## src/rtl/traffic_light_monitor.sv

```systemverilog
// traffic_light_monitor: tracks the highway/farm light sequence and flags illegal codes, order and phase timing.
module traffic_light_monitor #(
  parameter int HY_CYC = 6,
  parameter int FG_CYC = 11,
  parameter int FY_CYC = 4
) (
  input  logic       clk,
  input  logic       reset,
  input  logic [2:0] light_HW,
  input  logic [2:0] light_FM,
  input  logic       fault_clr,
  output logic       locked,
  output logic [1:0] phase,
  output logic       fault,
  output logic [1:0] fault_code,
  output logic [7:0] cycle_cnt
);
  typedef enum logic {SYNC, TRACK} state_t;
  state_t state, state_n;
  logic [5:0] pair;
  logic       legal, err;
  logic [1:0] code, err_code, phase_n, fault_code_n;
  logic [7:0] dur_cnt, dur_n, cycle_n, lim;
  logic       fault_n;
  assign pair   = {light_HW, light_FM};
  assign legal  = pair inside {6'b100_001, 6'b010_001, 6'b001_100, 6'b001_010};
  assign code   = pair == 6'b010_001 ? 2'd1 : pair == 6'b001_100 ? 2'd2 : pair == 6'b001_010 ? 2'd3 : 2'd0;
  assign lim    = phase == 2'd1 ? 8'(HY_CYC) : phase == 2'd2 ? 8'(FG_CYC) : 8'(FY_CYC);
  assign locked = state == TRACK;
  always_comb begin
    state_n  = state;
    phase_n  = phase;
    dur_n    = dur_cnt;
    cycle_n  = cycle_cnt;
    err      = 1'b0;
    err_code = 2'd0;
    if (state == SYNC) begin
      if (legal && code == 2'd0) begin
        state_n = TRACK;
        phase_n = 2'd0;
        dur_n   = 8'd1;
      end
    end else if (!legal) begin
      err      = 1'b1;
      err_code = 2'b01;
    end else if (code == phase) begin
      // phase 00 has no limit; others overrun once the limit is already reached
      if (phase != 2'd0 && dur_cnt >= lim) begin
        err      = 1'b1;
        err_code = 2'b11;
      end else dur_n = dur_cnt == 8'hff ? dur_cnt : dur_cnt + 8'd1;
    end else if (code == phase + 2'd1) begin
      if (phase != 2'd0 && dur_cnt < lim) begin
        err      = 1'b1;
        err_code = 2'b11;
      end else begin
        phase_n = code;
        dur_n   = 8'd1;
        cycle_n = phase == 2'd3 ? cycle_cnt + 8'd1 : cycle_cnt;
      end
    end else begin
      err      = 1'b1;
      err_code = 2'b10;
    end
    if (err) state_n = SYNC;
    fault_n      = err | (fault & ~fault_clr);
    fault_code_n = err && (!fault || fault_clr) ? err_code : fault_clr ? 2'd0 : fault_code;
  end
  always_ff @(posedge clk) begin
    if (reset) begin
      state      <= SYNC;
      phase      <= 2'd0;
      dur_cnt    <= 8'd0;
      cycle_cnt  <= 8'd0;
      fault      <= 1'b0;
      fault_code <= 2'd0;
    end else begin
      state      <= state_n;
      phase      <= phase_n;
      dur_cnt    <= dur_n;
      cycle_cnt  <= cycle_n;
      fault      <= fault_n;
      fault_code <= fault_code_n;
    end
  end
endmodule

```

## config.mk

```make
export PLATFORM = sky130hd
export DESIGN_NAME = traffic_light_monitor
export DESIGN_NICKNAME = d
export VERILOG_FILES = /design/src/rtl/traffic_light_monitor.sv
export SDC_FILE = /design/constraint.sdc
export NUM_CORES = 1
export LEC_CHECK = 0
export CAP_MARGIN = 0
export CORE_ASPECT_RATIO = 1.25
export CORE_MARGIN = 3
export CORE_UTILIZATION = 60
export CTS_BUF_LIST = sky130_fd_sc_hd__clkbuf_8
export CTS_CLUSTER_SIZE = 16
export DETAILED_ROUTE_END_ITERATION = 8
export HOLD_SLACK_MARGIN = 0.1
export PLACE_DENSITY_LB_ADDON = 0.3
export SLEW_MARGIN = 15
export SYNTH_ARGS = -nofsm -noshare
export SYNTH_HDL_FRONTEND = slang
export SYNTH_SLANG_ARGS = --single-unit
```

## constraint.sdc

```tcl
create_clock -name clk -period 5.8 [get_ports clk]
set_input_delay 0.87 -clock clk [delete_from_list [all_inputs] [get_ports clk]]
set_output_delay 0.87 -clock clk [all_outputs]
set_load 0.01 [all_outputs]
```

==> reports/results.md <==
| Step | Result | This run |
| --- | --- | --- |
| status | Result of the run | complete, no violations |
| logic synthesis | Seq cells post-synth | 22 |
| grt | Global Route met3 Usage | 0.0358 |
| timing | Actual slew at the worst max-slew pin | 645 ps |
| grt | Global routing met1 resource utilization | 0.266 |
| cts | Total number of clock tree sinks | 22 |
| drt | Post-route DRC | 0 |
| worst setup path | Required time of the worst setup path | 6010 ps |
| timing | Setup skew after layout | 5.99 ps |
| drt | Via-per-instance ratio | 6.25 |
| placed design | Routability Congestion | 0.837 |
| worst setup path | Crit start category | primary input |
| drt | Detailed router's first-iteration violation count | 32 |
| final layout | Ant. Diodes | 0 |
| cts | Clock transition at the registers of the reported paths | 90 ps |
| final layout | Fraction of final layout cells with drive strength greater than 1 | 0.0979 |
| min path | Number of cells on the worst hold path | 2 |
| final layout | Synth-to-layout area growth | 20.1% |
| worst setup path | Top fanout value on the critical path | 12 |
| drt | Routed wire length | 3.58 mm |
| worst setup path | Arr. time, crit path | 3650 ps |
| cts | Root Driver | clkbuf_8 |
| drt | Via count of the routed design | 1406 |
| logic synthesis | Post-Synthesis Cell Area | 0.00151 mm2 |
| worst setup path | Critical R2R Launch | phase[0] |
| worst setup path | Crit Path Class | in2reg |
| min path | Endpoint of the worst hold-timing path | fault |
| grt | Global routing met2 resource utilization | 0.478 |
| drt | DR pass1 iterations | 4 |
| final layout | Total Nets Final | 214 |
| placed design | Estimated wirelength of the detail-placed design | 2.70 mm |
| worst setup path | Worst setup slack for register-to-register paths | 2720 ps |
| grt | Number of antenna violations at the first check in global routing | 0 |
| logic synthesis | Biggest area consumer among synthesized cells | dfxtp_1 |
| pwr | Power density of the placed cells | 178 mW/mm2 |
| logic synthesis | Sequential-to-total area share from yosys stat | 0.292 |
| placed design | # port buffers | 22 |
| grt | Overflow after GRT | 0 |
| logic synthesis | Top FF cell, synth | dfxtp_1 |
| min path | Worst min path class | reg2reg |
| die | Starting density of the core | 0.661 |
| timing | FMAX | 291 MHz |
| die | I/O pin cnt | 23 |
| timing | Number of hold-slack violations in the final timing report | 0 |
| pwr | Leak pwr | 0.625 nW |
| grt | Wire length of the first global-routing pass | 5.90 mm |
| logic synthesis | Library cells used by synthesis | 47 |
| timing | Final sum of negative setup slack | 0 ps |
| drt | Routed length per placed instance | 15.9 um |
| cts | Clock tree buffer depth | 2 |
| cts | H-Tree Depth | 1 |
| timing | Setup repair after global routing missed its margin | false |
| worst setup path | Nature of the critical path endpoint | flop |
| pwr | Overall power consumption | 0.000323 W |
| timing | Slew Limit Headroom | 0.569 |
| timing | Hold slack | 512 ps |
| cts | Clock tree from TritonCTS | done |
| die | Die Wd | 50.8 um |
| worst setup path | Endpoint of the worst-slack reg-to-reg timing path | dur_cnt[6] |
| logic synthesis | Net count of the mapped netlist | 192 |
| run | Max_cap viols | 0 |
| logic synthesis | Most frequent cells after synthesis | nor2_1 (26), dfxtp_1 (22), ha_1 (10), nand2_1 (10) |
| cts | Post-cts gate resize count | 0 |
| timing | Final slew viol count | 0 |
| cts | Number of CTS-inserted buffers | 3 |
| logic synthesis | Share of async-settable or async-resettable flops after synthesis | 0 |
| die | Die ar. | 0.00315 mm2 |
| cts | Worst-skew pair later-pin latency | 270 ps |
| cts | Number of buffers inserted by post-CTS setup repair | 0 |
| min path | Start point of the worst hold path | fault |
| timing | Endpoints failing setup | 0 |
| logic synthesis | Top-area cell type share of the netlist area | 0.292 |
| pwr | VDD IR max | 0.183 mV |
| final layout | Share of the core filled with cells in the final layout | 0.793 |
| logic synthesis | Mapped Cells | 173 |
| timing | Min Tclk post-route | 3440 ps |
| die | Row Count | 19 |
| logic synthesis | Top cells by area in the synthesized netlist | dfxtp_1 (29%), ha_1 (8.3%), nor2_1 (6.5%) |
| logic synthesis | Mapped Avg Cell Area | 8.72 um2 |
| grt | Largest net degree at the start of global routing | 18 |
| logic synthesis | Post-synth EDFFs | 0 |
| logic synthesis | Most common cell in the synthesized netlist | nor2_1 |
| die | Placeable core region | 0.00228 mm2 |
| grt | Layer carrying the most global-route usage | met2 |
| timing | Post-route clock period utilization | 0.593 |
| drt | Final antenna-violating net count | 0 |
| cts | Post-cts hold buffer count | 0 |
| grt | Combined global-route utilization of all metal layers | 0.250 |
| grt | Number of global-route vias before repair | 1378 |
| die | Die height | 62.0 um |
| worst setup path | Worst reg2reg path depth | 10 |
| logic synthesis | Yosys warning count | 0 |
-- layout by cell type (no fill, tap or decap), types with 3 or more instances in the layout --
cell type / instances
a21oi_1: 9
a31oi_1: 6
clkbuf_8: 3
clkdlybuf4s50_1: 22
dfxtp_1: 22
ha_1: 10
inv_1: 9
nand2_1: 10
nand3_1: 7
nand4_1: 8
nor2_1: 26
nor3_1: 3
o21ai_0: 4
o31ai_1: 3
or3_1: 3
xnor2_1: 5
xor2_1: 8
-- worst max-delay path, cell delays in order --
cell             delay, ps
clkdlybuf4s50_1        500
or4b_4                 570
or2_4                  280
xnor2_1                190
o31ai_2                370
nand3_2                260
or4_1                  450
a21oi_1                160
-- area by class of cell --
| cell class | count | area [um2] |
|---|---|---|
| multi-input combinational | 137 | 1010 |
| fill | 158 | 472 |
| sequential | 22 | 440 |
| tap | 31 | 38.8 |
| inverter | 9 | 33.8 |
| clock buffer | 3 | 41.3 |
| timing repair buffer | 22 | 220 |
| clock inverter | 1 | 30.0 |
-- power by group --
group	total, W	internal [W]	switching (W)
clock network	0.000148	0.0000924	0.0000552
registers	0.000151	0.000151	0.000000350
logic	0.0000241	0.0000105	0.0000136
total	0.000323	0.000254	0.0000692
-- worst max path at each step --
stage                            from         end  cells after the start
final                     light_HW[1]  dur_cnt[6]                      8
after CTS                 light_HW[2]  dur_cnt[6]                      8
after global routing      light_HW[1]  dur_cnt[5]                      8
after floorplan           light_FM[0]  dur_cnt[7]                      8
after global placement    light_HW[2]  dur_cnt[7]                      8
after detailed placement  light_HW[2]  dur_cnt[6]                      8
-- registers in the layout (all words and copies together), names as in the netlist --
| name | flops |
|---|---|
| cycle_cnt | 8 |
| dur_cnt | 8 |
| fault | 1 |
| fault_code | 2 |
| locked | 1 |
| phase | 2 |
-- stage by stage --
| step | cells | instance area, um2 | setup WS [ps] |
|---|---|---|---|
| after floorplan | 173 | 1510 | 2720 |
| after global placement | 221 | 1740 | 2220 |
| after detailed placement | 221 | 1740 | 2130 |
| after CTS | 225 | 1810 | 2390 |
| after global routing | 225 | 1810 | 2220 |
| final | 225 | 1810 | 2360 |
-- per-layer routing --
| metal | share of wire | wire [um] |
|---|---|---|
| met2 | 0.52 | 1870 |
| met5 | 0 | 0 |
| met3 | 0.056 | 199 |
| met1 | 0.39 | 1390 |
| met4 | 0.035 | 127 |
-- cell families after synthesis --
logic type	count (synthesis)	share of synthesized area
AO/OA/AOI/OAI	36	0.193
XOR/XNOR	14	0.0938
adder cells (fa/ha/maj)	10	0.0830
buffers and inverters	14	0.0407
flip-flops	22	0.292
multiplexers	2	0.0133
AND/OR/NAND/NOR	75	0.285
No activity file was read; power rests on OpenSTA's default activity.
